===== config.mk =====
export PLATFORM = sky130hd
export DESIGN_NAME = data_cache
export DESIGN_NICKNAME = d
export VERILOG_FILES = /design/src/rtl/data_cache.sv
export SDC_FILE = /design/constraint.sdc
export NUM_CORES = 1
export LEC_CHECK = 0
export BUFFER_PORTS_ARGS = -buffer_cell sky130_fd_sc_hd__buf_4
export CELL_PAD_IN_SITES_DETAIL_PLACEMENT = 1
export CELL_PAD_IN_SITES_GLOBAL_PLACEMENT = 1
export CORE_MARGIN = 2
export CORE_UTILIZATION = 28
export DETAILED_ROUTE_END_ITERATION = 8
export GPL_TIMING_DRIVEN = 1
export PLACE_DENSITY_LB_ADDON = 0.05
export SLEW_MARGIN = 20
export SYNTH_ARGS = -nofsm -noshare
export SYNTH_HDL_FRONTEND = slang
export SYNTH_SLANG_ARGS = --single-unit

===== constraint.sdc =====
create_clock -name clk -period 3.3 [get_ports clk]
set_clock_uncertainty 0.05 [all_clocks]
set_input_delay 0 -clock clk [delete_from_list [all_inputs] [get_ports clk]]
set_output_delay 0 -clock clk [all_outputs]
set_load 0.02 [all_outputs]

===== src/rtl/data_cache.sv =====
// data_cache: direct-mapped, write-through, no-write-allocate cache of one-word lines,
// placed between a single-cycle core's load/store path and a handshaked main memory.
//
// Ports:
//   clk, rst                 clock, asynchronous active-low reset
//   cpu_req/we/addr/wdata    core access request (full-word loads and stores)
//   cpu_rdata                load data, valid when cpu_req & ~cpu_we & ~stall
//   stall                    freezes the core while a miss or store is outstanding
//   mem_req/we/addr/wdata    memory transaction, driven only from state and latched registers
//   mem_rdata, mem_ack       memory read data and one-cycle completion pulse
//   hit_count, miss_count    load hit / load miss counters (wrap modulo 2^32)
module data_cache #(
  parameter int unsigned DATA_WIDTH = 32,
  parameter int unsigned SETS       = 8
) (
  input  logic                  clk,
  input  logic                  rst,
  input  logic                  cpu_req,
  input  logic                  cpu_we,
  input  logic [DATA_WIDTH-1:0] cpu_addr,
  input  logic [DATA_WIDTH-1:0] cpu_wdata,
  output logic [DATA_WIDTH-1:0] cpu_rdata,
  output logic                  stall,
  output logic                  mem_req,
  output logic                  mem_we,
  output logic [DATA_WIDTH-1:0] mem_addr,
  output logic [DATA_WIDTH-1:0] mem_wdata,
  input  logic [DATA_WIDTH-1:0] mem_rdata,
  input  logic                  mem_ack,
  output logic [31:0]           hit_count,
  output logic [31:0]           miss_count
);

  localparam int unsigned IDX   = $clog2(SETS);
  localparam int unsigned TAG_W = DATA_WIDTH - IDX - 2;
  localparam int unsigned WA_W  = DATA_WIDTH - 2;

  typedef enum logic [1:0] {StIdle, StFill, StWrite} state_e;

  state_e state_q, state_d;

  // Latched word address and store data for the outstanding memory transaction.
  logic [WA_W-1:0]       addr_q, addr_d;
  logic [DATA_WIDTH-1:0] wdata_q, wdata_d;

  logic [SETS-1:0]       valid_q;
  logic [TAG_W-1:0]      tag_q  [SETS];
  logic [DATA_WIDTH-1:0] data_q [SETS];

  logic [31:0] hit_q, miss_q;

  logic [IDX-1:0]   req_idx, lat_idx;
  logic [TAG_W-1:0] req_tag, lat_tag;
  logic             req_hit, lat_hit;
  logic             hit_inc, miss_inc, fill_en, upd_en;

  // Byte-offset bits are ignored by a word-only cache.
  logic unused_addr_bits;
  assign unused_addr_bits = ^cpu_addr[1:0];

  assign req_idx = cpu_addr[IDX+1:2];
  assign req_tag = cpu_addr[DATA_WIDTH-1:IDX+2];
  assign lat_idx = addr_q[IDX-1:0];
  assign lat_tag = addr_q[WA_W-1:IDX];

  assign req_hit = cpu_req & valid_q[req_idx] & (tag_q[req_idx] == req_tag);
  assign lat_hit = valid_q[lat_idx] & (tag_q[lat_idx] == lat_tag);

  // Memory address/data come straight from the latches, so they hold stable for the
  // whole transaction regardless of what the core does with cpu_*.
  assign mem_addr   = {addr_q, 2'b00};
  assign mem_wdata  = wdata_q;
  assign hit_count  = hit_q;
  assign miss_count = miss_q;

  always_comb begin
    state_d   = state_q;
    addr_d    = addr_q;
    wdata_d   = wdata_q;
    stall     = 1'b0;
    cpu_rdata = '0;
    mem_req   = 1'b0;
    mem_we    = 1'b0;
    hit_inc   = 1'b0;
    miss_inc  = 1'b0;
    fill_en   = 1'b0;
    upd_en    = 1'b0;
    case (state_q)
      StIdle: begin
        if (cpu_req) begin
          if (cpu_we) begin
            stall   = 1'b1;
            addr_d  = cpu_addr[DATA_WIDTH-1:2];
            wdata_d = cpu_wdata;
            state_d = StWrite;
          end else if (req_hit) begin
            cpu_rdata = data_q[req_idx];
            hit_inc   = 1'b1;
          end else begin
            stall    = 1'b1;
            miss_inc = 1'b1;
            addr_d   = cpu_addr[DATA_WIDTH-1:2];
            state_d  = StFill;
          end
        end
      end
      StFill: begin
        mem_req = 1'b1;
        stall   = ~mem_ack;
        if (mem_ack) begin
          // Forward the fill data to the core in the same cycle it is written.
          cpu_rdata = mem_rdata;
          fill_en   = 1'b1;
          state_d   = StIdle;
        end
      end
      StWrite: begin
        mem_req = 1'b1;
        mem_we  = 1'b1;
        stall   = ~mem_ack;
        if (mem_ack) begin
          // Write-through without allocate: only refresh a line that already holds it.
          upd_en  = lat_hit;
          state_d = StIdle;
        end
      end
      default: state_d = StIdle;
    endcase
  end

  always_ff @(posedge clk or negedge rst) begin
    if (!rst) begin
      state_q <= StIdle;
      addr_q  <= '0;
      wdata_q <= '0;
      hit_q   <= '0;
      miss_q  <= '0;
    end else begin
      state_q <= state_d;
      addr_q  <= addr_d;
      wdata_q <= wdata_d;
      if (hit_inc) hit_q <= hit_q + 32'd1;
      if (miss_inc) miss_q <= miss_q + 32'd1;
    end
  end

  always_ff @(posedge clk or negedge rst) begin
    if (!rst) begin
      valid_q <= '0;
      for (int i = 0; i < int'(SETS); i++) begin
        tag_q[i]  <= '0;
        data_q[i] <= '0;
      end
    end else begin
      if (fill_en) begin
        valid_q[lat_idx] <= 1'b1;
        tag_q[lat_idx]   <= lat_tag;
        data_q[lat_idx]  <= mem_rdata;
      end
      if (upd_en) begin
        data_q[lat_idx] <= wdata_q;
      end
    end
  end

endmodule


[After elaboration in Yosys (flattened, before gate mapping)]
Index checks and enable logic that the tools add are counted.
Word-level totals
  bits in registers: 608
  bits in latches: 0
  RAM bits: 0
  memory bits (read-only): 0
  input bits: 101
  output and inout port bits: 163
  word-level logic and storage cells: 105
  memories: 0
Cells by class
  add/sub/neg operators: 2
  $mul: 0
  div/mod/pow operators: 0
  magnitude comparators: 6
  eq/ne operators: 8
  shift-type cells: 0
  mux-type cells: 53
  bitwise gates (word level): 7
  reductions and logical operators: 7
Operators by type and width (number)
  bitwise mux 256 bit: 2
  two-way mux 256 bit: 2
  two-way mux 32 bit: 7
  bitwise mux 216 bit: 1
  binary-select mux 27 bit (select 3 bit): 2
  two-way mux 27 bit: 5
  binary-select mux 32 bit (select 3 bit): 1
  demux 32 bit (select 3 bit): 1
  demux 27 bit (select 3 bit): 1
  adder 32 x 1 -> 32 bit, second input constant: 2
  one-hot mux 32 bit (2 select lines): 1
  two-way mux 30 bit: 2
  == test 27 bit: 2
  two-way mux 1 bit: 19
  AND reduction 3 bit: 3
  greater-or-equal comparator 4 bit, second input constant: 2
  < comparator 3 x 4 -> 1 bit, second input constant: 2
  two-way mux 2 bit: 4
  NOT 3 -> 4 bit: 2
  bitwise OR 8 bit: 1
  binary-select mux 1 bit (select 3 bit): 2
  < comparator 4 x 1 -> 1 bit, second input constant: 1
  != test 2 bit, second input constant: 2
  one-hot mux 2 bit (2 select lines): 1
  other kinds (12): 15

[Longest topological paths before layout]
  word-level depth: 10
  depth in mapped cells: 14
  mapped depth without buffers: 10

[Worst setup path before layout]
No wires, ideal clock.
  kind: register to register
  from: register addr_q[2]
  to: register data_q[10] in the netlist's numbering
  arrival time: 3483 ps
  slack: -358 ps
  stages on the path, launching flop included: 13
  cell sequence: dfrtp_1 buf_2 buf_2 buf_1 mux4_2 mux2i_1 xor2_1 nand2_1 nand4b_1 or4_1 buf_2 buf_6 mux2_4
Between the ends
  longest elaborated chain between the ends: 9
  elaborated cells on any way between the ends: 19
RTL lines
  start, declared: line 43  | logic [WA_W-1:0] addr_q, addr_d;
  start signal, assigned: line 140  | addr_q <= addr_d;
  NOT 3 -> 4 bit (not written as such): line 67, 158, 161
  binary-select mux 27 bit (select 3 bit) (tied with other cells): line 67  | assign lat_hit = valid_q[lat_idx] & (tag_q[lat_idx] == lat_tag);
  two-way mux 27 bit (not written as such) or logical AND 1 bit (tied branches): line 67, 158, 161
  two-way mux 27 bit (not written as such) or two-way mux 32 bit (tied branches): line 67, 158, 161
  == test 27 bit or demux 32 bit (select 3 bit) (tied branches): line 67, 158, 161
  AND 1 bit or bitwise mux 256 bit (tied branches): line 67, 158
  two-way mux 1 bit or two-way mux 256 bit (tied branches): line 121, 155
  two-way mux 1 bit or bitwise mux 256 bit (tied branches): line 88, 161
  two-way mux 256 bit *: line 160  | if (upd_en) begin
  end signal, assigned by index: line 158  | data_q[lat_idx] <= mem_rdata;
  end signal, assigned by index: line 161  | data_q[lat_idx] <= wdata_q;
  end, declared: line 48  | logic [DATA_WIDTH-1:0] data_q [SETS];
Mark *: on every way between the ends. The rest lies on a longest branch, timed or not. The select of a mux whose other input is x is not followed.
A chain may end at the register's enable or synchronous reset.

[Worst setup path after layout]
  from: register addr_q[0]
  to: register data_q[85] in the netlist's numbering
The elaborated chain is that of the path after synthesis.

==> reports/results.tsv <==
metric	value	unit
run_status	complete, but fails checks	
violations	negative setup slack	
synth_common_cells	mux2_2, dfrtp_1, mux2i_1, mux2_4, mux4_2	
ir_drop	471.8	µV
final_cells	4705	
grt_pass1_vias	26900	
drc_errors	0	
crit_type	register to register	
ys_seq_elements	608	
antenna_left	0	
leakage	0.02111	µW
highest_layer	met4	
synthCells	2473	
met1_length	59290	µm
seq_area_frac_synth	0.4559	
switchingPower	13950	µW
wl_met3	4180	µm
setup_viol	322	
grt_pass1_wl	190200	µm
core_area	118100	µm²
routedWlPerCell	27.73	µm
reg2regPathDepth	13	
final.fill_count	12080	
vias	23840	
start_util	0.2826	
grt_max_degree	85	
cts_tree	yes	
first_iter_violations	1046	
ys_types	62	
multi_input_area	18450	µm²
fin_nets	3217	
wirelength	130500	µm
clock_sinks	608	
cp-end-kind	register	
synth_area	33370	µm²
cp_common_cell	buf_6	
crit_required	3770	ps
yosys.area_share.simple	0.05309	
seqPwrFrac	0.340	
synth-edff-count	0	
firstDrtPassIters	5	
p_comb_frac	0.435	
grt_overflow_total	0	
synth_area_leaders	dfrtp_1, mux2_2, mux4_2, mux2_4, mux2i_1	
clock-root-buffer	clkbuf_16	
fin_worst_hold_slack	76.42	ps
grt_util_all_layers	0.2109	
period_needed	4187	ps
synth.mux.area_fraction	0.4010	
slowest_delay	600	ps
num_rows	126	
synth_xor_area_frac	0.02493	
syn_to_final_growth	37.13	%
relSlewSlack	0.5588	
ys.flop_type	dfrtp_1	
clock_latency	650	ps
cts_buffers	80	
maxSlewViolCount	0	
min_path_type	input port to register	
period_share	1.269	
clockPowerShare	0.224	
synthAdderAreaFrac	0.002249	
dieArea	122000	µm²
synth_top_area_frac	0.4559	
dp.cells	4408	
crit_chain	buf_6, and2_4, a221o_1, a21oi_4, xnor2_2, nor4_2, buf_4, nand4b_1, buf_6, buf_8, or4b_4, buf_12, mux2_4	
pin_count	264	
critPathArrivalTime	4650	ps
synth_top_cell_by_area	dfrtp_1	
post-dp-hpwl	83610	µm
synth_top_family_by_area	multiplexers	
yosysMostFrequentCell	mux2_2	
clk_pin_slew_worst_paths	60	ps
syn_avg_cell_area	13.50	µm²
rsz0062_at_grt	true	
worstSetupStartpointType	register	
setup_slack	-887.4	ps
yosysWarnings	0	
switching_share	0.3492	
synth-compound-area-share	0.03472	
cts_max_path_buffers	3	
fmax	0.2388	GHz
via_per_inst	5.068	
portBuffers	259	
fin_area	45770	µm²
hold_viol	0	
die_w	349.2	µm
maxCapViolCount	0	
dpl_cell_area	39710	µm²
cts_max_level	3	
async_flop_share	1.000	
crit_path_top_delay_cell	or4b_4	
power.internal	25990	µW
worstHoldPathCells	3	
regArea	15220	µm²
pwr_density_cell	872.8	nW/µm²
antenna_cells	0	
drive_gt1_frac	0.5708	
antenna_found_initial	3	
cp_max_fo	14	
tightest_slew	643.4	ps
wl_met2	63370	µm
place_congestion	0.7972	
die_h	349.2	µm
through the flow:
stage / total power [µW] / setup slack, ps / TNS (ps) / util
6_report: 39940 / -887.4 / -211340 / 0.3876
5_1_grt: 42330 / -904.6 / -225040 / 0.3876
2_1_floorplan: 22400 / -14.15 / -1429 / -
3_5_place_dp: 29570 / -1176 / -287750 / 0.3363
4_1_cts: 39580 / -845.6 / -203500 / 0.3788
3_3_place_gp: 29070 / -1154 / -282630 / 0.3363
worst max-delay path, delay by kind of cell (launching register included):
family | cells | cell delay [ps]
flops | 1 | 520
mux | 1 | 300
xor+xnor | 1 | 90
simple gates | 4 | 1470
compound gates | 2 | 600
buf+inv | 5 | 970
routing by layer:
| layer | up-vias | GRT usage |
|---|---|---|
| met3 | 160 | 0.02917 |
| met5 | - | 0 |
| met2 | 412 | 0.3572 |
| met1 | 12770 | 0.2802 |
| met4 | 0 | 0.05911 |
| li1 | 10500 | - |
layout by cell type, fill, tap and decap left out, types with 10 or more instances in the layout:
| cell type | count |
|---|---|
| mux2_4 | 272 |
| nand4_1 | 30 |
| clkbuf_16 | 93 |
| buf_4 | 490 |
| xor2_1 | 52 |
| buf_12 | 68 |
| o21ai_0 | 15 |
| o22ai_1 | 15 |
| or3_1 | 14 |
| dlygate4sd3_1 | 98 |
| a22oi_1 | 18 |
| clkbuf_8 | 24 |
| dfrtp_1 | 605 |
| o21ai_4 | 31 |
| clkbuf_1 | 14 |
| buf_6 | 66 |
| mux2i_1 | 125 |
| nor2_1 | 28 |
| nand2_1 | 89 |
| buf_16 | 12 |
| or2_2 | 10 |
| nor3_1 | 27 |
| a221oi_1 | 17 |
| clkinv_2 | 13 |
| nand3_1 | 29 |
| a22o_1 | 17 |
| and3_1 | 18 |
| xnor2_1 | 39 |
| mux4_2 | 102 |
| mux2_2 | 553 |
registers in the layout (all words and copies together) (netlist names):
register / count
data_q: 256
valid_q: 8
tag_q: 216
state_q: 2
hit_count: 32
addr_q: 30
miss_count: 32
mem_wdata: 32
power by group through the flow:
stage / logic [µW] / clock network [µW] / registers (µW)
floorplan: 9600 / 0 / 12800
global placement: 15600 / 0 / 13500
detailed placement: 15900 / 0 / 13700
CTS: 16700 / 9310 / 13600
finish: 17400 / 8970 / 13600
global route: 18600 / 9630 / 14100
worst paths after layout:
kind | startpoint | to | slack (ps)
worst max-delay path | addr_q[0] | data_q[85] | -890
worst min-delay path | cpu_wdata[19] | mem_wdata[19] | 80
worst max register to register | addr_q[0] | data_q[85] | -890
worst min register to register | miss_count[31] | miss_count[31] | 420
max in group asynchronous | rst | mem_wdata[16] | 2540
min in group asynchronous | rst | tag_q[42] | 110
cells by family (layout without fill, tap and decap cells):
kind of cell             Yosys count  count (layout)
AO/OA/AOI/OAI                    165             165
other                              1               2
flip-flops                       608             608
AND/OR/NAND/NOR                  330             330
multiplexers                    1061            1061
XOR/XNOR                          95              95
buffers and inverters            207             902
adder cells (fa/ha/maj)            6               6
layout make-up:
| cell class | count | area share |
|---|---|---|
| Sequential cell | 608 | 0.3326 |
| Multi-Input combinational cell | 1659 | 0.4032 |
| Tap cell | 1536 | 0.04199 |
| Clock buffer | 122 | 0.05430 |
| Clock inverter | 19 | 0.004128 |
| Inverter | 10 | 0.0008202 |
| Timing Repair Buffer | 751 | 0.1629 |
repair_timing:
action                                 in CTS  in global routing
pin swaps                                  32                 37
cloned                                     17                 11
setup endpoints to repair                 336                338
hold buffers                               99                  0
endpoints found under the hold margin     936                  0
resized for setup                         174                250
setup buffers                              33                 15
Note: power is estimated with default switching activity, not from simulation.
